## src/rtl/ysyx_24080014_pkg.sv

```systemverilog
`default_nettype none
// ============================================================================
// Module   : ysyx_24080014_pkg
// Purpose  : Shared funct3 codes, LSU state encoding and bus response codes.
// Revision : 1.0
// ============================================================================
package ysyx_24080014_pkg;

  localparam logic [2:0] F3_LB  = 3'b000;
  localparam logic [2:0] F3_LH  = 3'b001;
  localparam logic [2:0] F3_LW  = 3'b010;
  localparam logic [2:0] F3_LBU = 3'b100;
  localparam logic [2:0] F3_LHU = 3'b101;
  localparam logic [2:0] F3_SB  = 3'b000;
  localparam logic [2:0] F3_SH  = 3'b001;
  localparam logic [2:0] F3_SW  = 3'b010;

  localparam logic [1:0] RESP_OKAY = 2'b00;

  typedef enum logic [2:0] {
    S_IDLE = 3'd0,
    S_AR   = 3'd1,
    S_R    = 3'd2,
    S_AW_W = 3'd3,
    S_B    = 3'd4,
    S_DONE = 3'd5
  } lsu_state_e;

  // Size lives in funct3[1:0]; anything other than byte/half is a word access.
  function automatic logic is_misaligned(input logic [2:0] funct3, input logic [1:0] off);
    case (funct3[1:0])
      F3_LB[1:0]: return 1'b0;
      F3_LH[1:0]: return off[0];
      default:    return off != 2'b00;
    endcase
  endfunction

endpackage
`default_nettype wire

```

## src/rtl/ysyx_24080014_lsu_align.sv

```systemverilog
`default_nettype none
// ============================================================================
// Module   : ysyx_24080014_lsu_align
// Purpose  : Combinational load lane extraction/extension and store lane shift.
// Revision : 1.0
// ============================================================================
module ysyx_24080014_lsu_align
  import ysyx_24080014_pkg::*;
(
  input  logic [2:0]  funct3,
  input  logic [1:0]  off,
  input  logic [31:0] rdata,
  input  logic [31:0] store_data,
  output logic [31:0] load_data,
  output logic [3:0]  wstrb,
  output logic [31:0] wdata
);

  logic [31:0] shifted;
  logic        is_unsigned;

  always_comb begin
    shifted     = rdata >> {off, 3'b000};
    is_unsigned = funct3[2];
    wdata       = store_data << {off, 3'b000};
    case (funct3[1:0])
      F3_LB[1:0]: begin
        load_data = is_unsigned ? {24'b0, shifted[7:0]} : {{24{shifted[7]}}, shifted[7:0]};
        wstrb     = 4'b0001 << off;
      end
      F3_LH[1:0]: begin
        load_data = is_unsigned ? {16'b0, shifted[15:0]} : {{16{shifted[15]}}, shifted[15:0]};
        wstrb     = 4'b0011 << off;
      end
      default: begin
        load_data = rdata;
        wstrb     = 4'b1111;
      end
    endcase
  end

endmodule
`default_nettype wire

```

## src/rtl/ysyx_24080014_lsu.sv

```systemverilog
`default_nettype none
// ============================================================================
// Module   : ysyx_24080014_lsu
// Purpose  : Load/store unit driving an AXI4-Lite-style data bus.
// Revision : 1.0
// ============================================================================
module ysyx_24080014_lsu
  import ysyx_24080014_pkg::*;
#(
  parameter int ADDR_W = 32
) (
  input  logic              clk,
  input  logic              rst_n,
  input  logic              req_valid,
  input  logic              req_store,
  input  logic [2:0]        req_funct3,
  input  logic [ADDR_W-1:0] req_addr,
  input  logic [31:0]       req_wdata,
  output logic              busy,
  output logic              mem_ready,
  output logic [31:0]       rd_data,
  output logic              err,
  output logic [ADDR_W-1:0] araddr,
  output logic              arvalid,
  input  logic              arready,
  input  logic [31:0]       rdata,
  input  logic [1:0]        rresp,
  input  logic              rvalid,
  output logic              rready,
  output logic [ADDR_W-1:0] awaddr,
  output logic              awvalid,
  input  logic              awready,
  output logic [31:0]       wdata,
  output logic [3:0]        wstrb,
  output logic              wvalid,
  input  logic              wready,
  input  logic [1:0]        bresp,
  input  logic              bvalid,
  output logic              bready
);

  lsu_state_e        state, state_d;
  logic [2:0]        funct3_q;
  logic [1:0]        off_q;
  logic              aw_pend, w_pend;
  logic              misaligned;
  logic [ADDR_W-1:0] word_addr;
  logic [2:0]        al_funct3;
  logic [1:0]        al_off;
  logic [31:0]       al_load, al_wdata;
  logic [3:0]        al_wstrb;

  assign misaligned = is_misaligned(req_funct3, req_addr[1:0]);
  assign word_addr  = {req_addr[ADDR_W-1:2], 2'b00};

  // The aligner serves the store path at acceptance and the load path in R.
  assign al_funct3 = (state == S_IDLE) ? req_funct3    : funct3_q;
  assign al_off    = (state == S_IDLE) ? req_addr[1:0] : off_q;

  ysyx_24080014_lsu_align u_align (
    .funct3     (al_funct3),
    .off        (al_off),
    .rdata      (rdata),
    .store_data (req_wdata),
    .load_data  (al_load),
    .wstrb      (al_wstrb),
    .wdata      (al_wdata)
  );

  always_ff @(posedge clk or negedge rst_n) begin
    if (!rst_n) begin
      state    <= S_IDLE;
      funct3_q <= 3'b000;
      off_q    <= 2'b00;
      aw_pend  <= 1'b0;
      w_pend   <= 1'b0;
      err      <= 1'b0;
      rd_data  <= 32'b0;
      araddr   <= '0;
      awaddr   <= '0;
      wdata    <= 32'b0;
      wstrb    <= 4'b0;
    end else begin
      state <= state_d;
      case (state)
        S_IDLE: begin
          if (req_valid) begin
            funct3_q <= req_funct3;
            off_q    <= req_addr[1:0];
            err      <= misaligned;
            if (misaligned) begin
              if (!req_store) rd_data <= 32'b0;
            end else if (req_store) begin
              awaddr  <= word_addr;
              wdata   <= al_wdata;
              wstrb   <= al_wstrb;
              aw_pend <= 1'b1;
              w_pend  <= 1'b1;
            end else begin
              araddr <= word_addr;
            end
          end
        end
        S_R: begin
          if (rvalid) begin
            err     <= (rresp != RESP_OKAY);
            rd_data <= (rresp != RESP_OKAY) ? 32'b0 : al_load;
          end
        end
        S_AW_W: begin
          if (awready) aw_pend <= 1'b0;
          if (wready)  w_pend  <= 1'b0;
        end
        S_B: begin
          if (bvalid) err <= (bresp != RESP_OKAY);
        end
        default: ;
      endcase
    end
  end

  always_comb begin
    state_d   = state;
    busy      = (state != S_IDLE);
    mem_ready = (state == S_DONE);
    arvalid   = (state == S_AR);
    rready    = (state == S_R);
    bready    = (state == S_B);
    awvalid   = aw_pend;
    wvalid    = w_pend;
    case (state)
      S_IDLE: begin
        if (req_valid) begin
          if (misaligned)     state_d = S_DONE;
          else if (req_store) state_d = S_AW_W;
          else                state_d = S_AR;
        end
      end
      S_AR:   if (arready) state_d = S_R;
      S_R:    if (rvalid)  state_d = S_DONE;
      S_AW_W: if ((!aw_pend || awready) && (!w_pend || wready)) state_d = S_B;
      S_B:    if (bvalid)  state_d = S_DONE;
      S_DONE: state_d = S_IDLE;
      default: state_d = S_IDLE;
    endcase
  end

endmodule
`default_nettype wire

```

## config.mk

```make
export PLATFORM = sky130hd
export DESIGN_NAME = ysyx_24080014_lsu
export DESIGN_NICKNAME = d
export VERILOG_FILES = /design/src/rtl/ysyx_24080014_pkg.sv /design/src/rtl/ysyx_24080014_lsu_align.sv /design/src/rtl/ysyx_24080014_lsu.sv
export SDC_FILE = /design/constraint.sdc
export NUM_CORES = 1
export LEC_CHECK = 0
export ABC_AREA = 1
export CAP_MARGIN = 20
export CORE_ASPECT_RATIO = 1.75
export CORE_MARGIN = 8
export CORE_UTILIZATION = 40
export DETAILED_ROUTE_END_ITERATION = 7
export GPL_ROUTABILITY_DRIVEN = 0
export GPL_TIMING_DRIVEN = 0
export HOLD_SLACK_MARGIN = 0.05
export PLACE_DENSITY_LB_ADDON = 0.05
export SLEW_MARGIN = 10
export SYNTH_ARGS = -nofsm -noshare
export SYNTH_HDL_FRONTEND = slang
export SYNTH_SLANG_ARGS = --single-unit
```

## constraint.sdc

```tcl
create_clock -name clk -period 1.65 [get_ports clk]
set_input_delay 0.165 -clock clk [delete_from_list [all_inputs] [get_ports clk]]
set_output_delay 0.165 -clock clk [all_outputs]
set_load 0.01 [all_outputs]
```

==> impl_metrics.py <==
metrics = {
    "status": {
        "status": "complete, but fails checks",
        "violations": "setup timing",
    },
    "synth": {
        "avgSynthCellArea_sq_um": 7.753,
        "yosys.area.top_type": "dfrtp_1",
        "synth-main-ff-cell": "dfrtp_1",
        "ys_warn_count": 0,
        "synth-edff-count": 0,
        "ys_ff_latch": 139,
        "synth_compound_area_share_pct": 14.61,
        "yosys.area_share.simple_pct": 24.42,
        "synth_area_sq_um": 6629,
        "synth.distinct_cells": 32,
        "netlist_instances": 855,
        "synth_xor_area_share_pct": 0,
        "yosys-top-cells-count": "nand2_1 (314), dfrtp_1 (139), o21ai_0 (110)",
        "synth_area_leaders": "dfrtp_1 (52%), nand2_1 (18%), o21ai_0 (8.3%), inv_1 (5.0%), a21oi_1 (3.4%)",
        "netlist.area_leader.share_pct": 52.47,
        "muxShareOfSynthArea_pct": 0,
        "synthAdderAreaFrac_pct": 0,
        "yosysSeqAreaShare_pct": 52.47,
        "yosysMostFrequentCell": "nand2_1",
        "async_reset_ff_share_pct": 100.0,
        "synth_top_family_by_area": "simple AND/OR/NAND/NOR gates",
    },
    "floorplanning": {
        "core_sq_um": 16290,
        "dieArea_sq_um": 21110,
        "start_util_pct": 40.69,
        "die_h_um": 186.3,
        "die_w_um": 113.3,
        "num_io_pins": 252,
        "rows": 62,
    },
    "power": {
        "p_leak_nw": 5.665,
        "internal_power_mw": 14.65,
        "power_frac_clock_pct": 16.8,
        "comb_power_share_pct": 59.0,
        "peakVddDrop_mv": 1.284,
        "total_power_mw": 24.91,
        "p_sw_mw": 10.26,
        "power_density_nw_per_um2": 2076,
        "seq_power_share_pct": 24.2,
        "switching_share_pct": 41.19,
    },
    "grt": {
        "grt_pass1_vias": 7377,
        "use_met3_pct": 4.947,
        "met1_usage_pct": 25.76,
        "antenna_found_initial": 1,
        "grt.busiest_layer": "met2",
        "use_met2_pct": 44.09,
        "grt_overflow_total": 0,
        "grt_usage_pct": 24.17,
        "grt_pass1_wl_um": 39590,
        "grt_max_degree": 74,
    },
    "sta": {
        "worstMarginPinSlew_ns": 0.5221,
        "setup_tns_ns": -21.20,
        "finalCritPeriodShare_pct": 117.3,
        "setup_viol": 136,
        "slew_headroom_pct": 65.19,
        "fmax_mhz": 516.8,
        "clock_skew_ns": 0.01167,
        "hold_viol": 0,
        "rsz0062_at_grt": "true",
        "fin_ws_ns": -0.2851,
        "post-route-min-period_ns": 1.935,
        "maxSlewViolCount": 0,
    },
    "layout": {
        "drive_above_1_share_pct": 29.62,
        "final_cells": 1388,
        "area_delta_synth_final_pct": 81.03,
        "finalNetCount": 1295,
    },
    "clock_tree": {
        "clk_latency_ns": 0.42,
        "clockBufferDepth": 2,
        "cts-htree-levels": 4,
        "cts_sinks": 139,
        "cts_tree": "done",
        "cts_inserted_buffers": 17,
        "path_clk_slew_ns": 0.07,
        "cts-root-buf": "clkbuf_16",
    },
    "place": {
        "hpwl_um": 18100,
        "dp_cells": 1298,
        "port_buffers": 247,
    },
    "routing": {
        "avgViaCountPerCell": 5.149,
        "wl_per_cell_um": 19.07,
        "drc_errors": 0,
        "ant_nets": 0,
        "firstDrtPassIters": 5,
        "drt_iter0_drc": 354,
        "routed_wl_um": 26470,
        "vias": 7147,
    },
    "min_path": {
        "hp-class": "input port to asynchronous set/reset pin",
    },
    "worst_setup_path": {
        "crit_fanout": 7,
        "path_cells": "nor2_4 > nand2_8 > buf_8 > o21ai_4 > inv_2 > nand2_1 > nand2_1 > nand2_2 > nand2_4 > nand2_4 > buf_6 > nand2_2 > nand2_1",
        "slowest_delay_ns": 0.45,
        "arrival_ns": 2.29,
        "start_kind": "register",
        "crit_path_end_kind": "register",
        "cpMostUsedCell": "nand2_1",
        "cp.required_ns": 2.00,
        "critical_path_class": "register to register",
        "slowest_stage": "dfrtp_2",
    },
    "flow_run": {
        "drv_cap": 0,
    },
}
-- layout make-up --
cell class                      instances  area, sq um
Antenna cell                            1        2.502
Buffer                                 43        530.5
Clock buffer                           17        425.4
Clock inverter                         14        210.2
Fill cell                            1210         4290
Inverter                               90        349.1
Multi-Input combinational cell        586         3520
Sequential cell                       139         3482
Tap cell                              192        240.2
Timing Repair Buffer                  306         3241
-- layout by cell type, fill, tap and decap left out, types with 22 or more instances in the layout --
cell / synthesis / layout
buf_4: 7 / 30
o21ai_0: 110 / 32
clkdlybuf4s50_1: 0 / 241
nand2_4: 2 / 34
nand2_2: 3 / 82
nor2_1: 30 / 23
a21oi_1: 45 / 32
dfrtp_1: 139 / 136
o21ai_2: 1 / 31
clkbuf_16: 0 / 22
inv_1: 88 / 83
buf_6: 1 / 24
o21ai_1: 1 / 47
nand2_1: 314 / 199
-- per-stage QoR --
stage / cell area [sq um] / utilization [%] / setup WS [ns] / hold WS, ns
2_1_floorplan: 6663 / - / -0.06396 / -0.1306
3_3_place_gp: 9375 / 57.55 / -5.863 / 0.4622
3_5_place_dp: 9408 / 57.75 / -0.8423 / 0.1401
4_1_cts: 11340 / 69.62 / -0.2459 / 0.2898
5_1_grt: 12000 / 73.66 / -0.3692 / 0.3206
6_report: 12000 / 73.66 / -0.2851 / 0.2630
-- kinds of logic (layout without fill, tap and decap cells) --
| family | count (synthesis) | count (layout) |
|---|---|---|
| AND/OR/NAND/NOR | 401 | 402 |
| AO/OA/AOI/OAI | 179 | 180 |
| flip-flops | 139 | 139 |
| buffers and inverters | 135 | 470 |
| other | 1 | 5 |
-- worst max-delay path: cells and delay by family, from the launching register on --
kind | cells | cell delay (ns)
AND/OR/NAND/NOR | 9 | 0.81
buffers and inverters | 3 | 0.39
flip-flops | 1 | 0.45
AO/OA/AOI/OAI | 1 | 0.22
-- sequential cells by signal (all words and copies together), names as in the netlist --
signal	count
araddr	30
awaddr	30
err	1
state	3
off_q	2
funct3_q	3
wstrb	4
rd_data	32
wvalid	1
awvalid	1
wdata	32
-- layer usage --
layer	wire (um)	vias to the layer above
met5	0	-
met4	1152	0
met3	1394	77
met2	14240	287
met1	9684	3384
li1	-	3399
-- what timing repair did --
action	4_1_cts	5_1_grt
hold endpoints to repair	66	0
setup buffers	36	10
hold buffers	1	0
endpoints found under the setup margin	136	138
resized for setup	270	218
pin swaps	58	44
cloned	13	3
-- path summary, 6_finish.rpt --
kind,endpoint,slack (ns),cells past startpoint,from
hold reg to reg,rd_data[2],0.48,2,rd_data[2]
hold / removal,awaddr[21],0.26,2,rst_n
setup / recovery,rd_data[24],-0.29,13,state[0]
setup reg to reg,rd_data[24],-0.29,13,state[0]
max in group asynchronous,state[2],0.63,3,rst_n
min in group clk,awaddr[13],0.32,3,req_addr[13]
-- power groups by stage --
stage	sequential, mW	clock [mW]	combinational (mW)
2_1_floorplan	6.52	0	4.50
3_3_place_gp	5.82	0	10.3
3_5_place_dp	5.87	0	10.3
4_1_cts	5.85	4.23	13.3
5_1_grt	6.22	4.37	15.7
6_report	6.03	4.18	14.7
No activity file was read; power rests on OpenSTA's default activity.
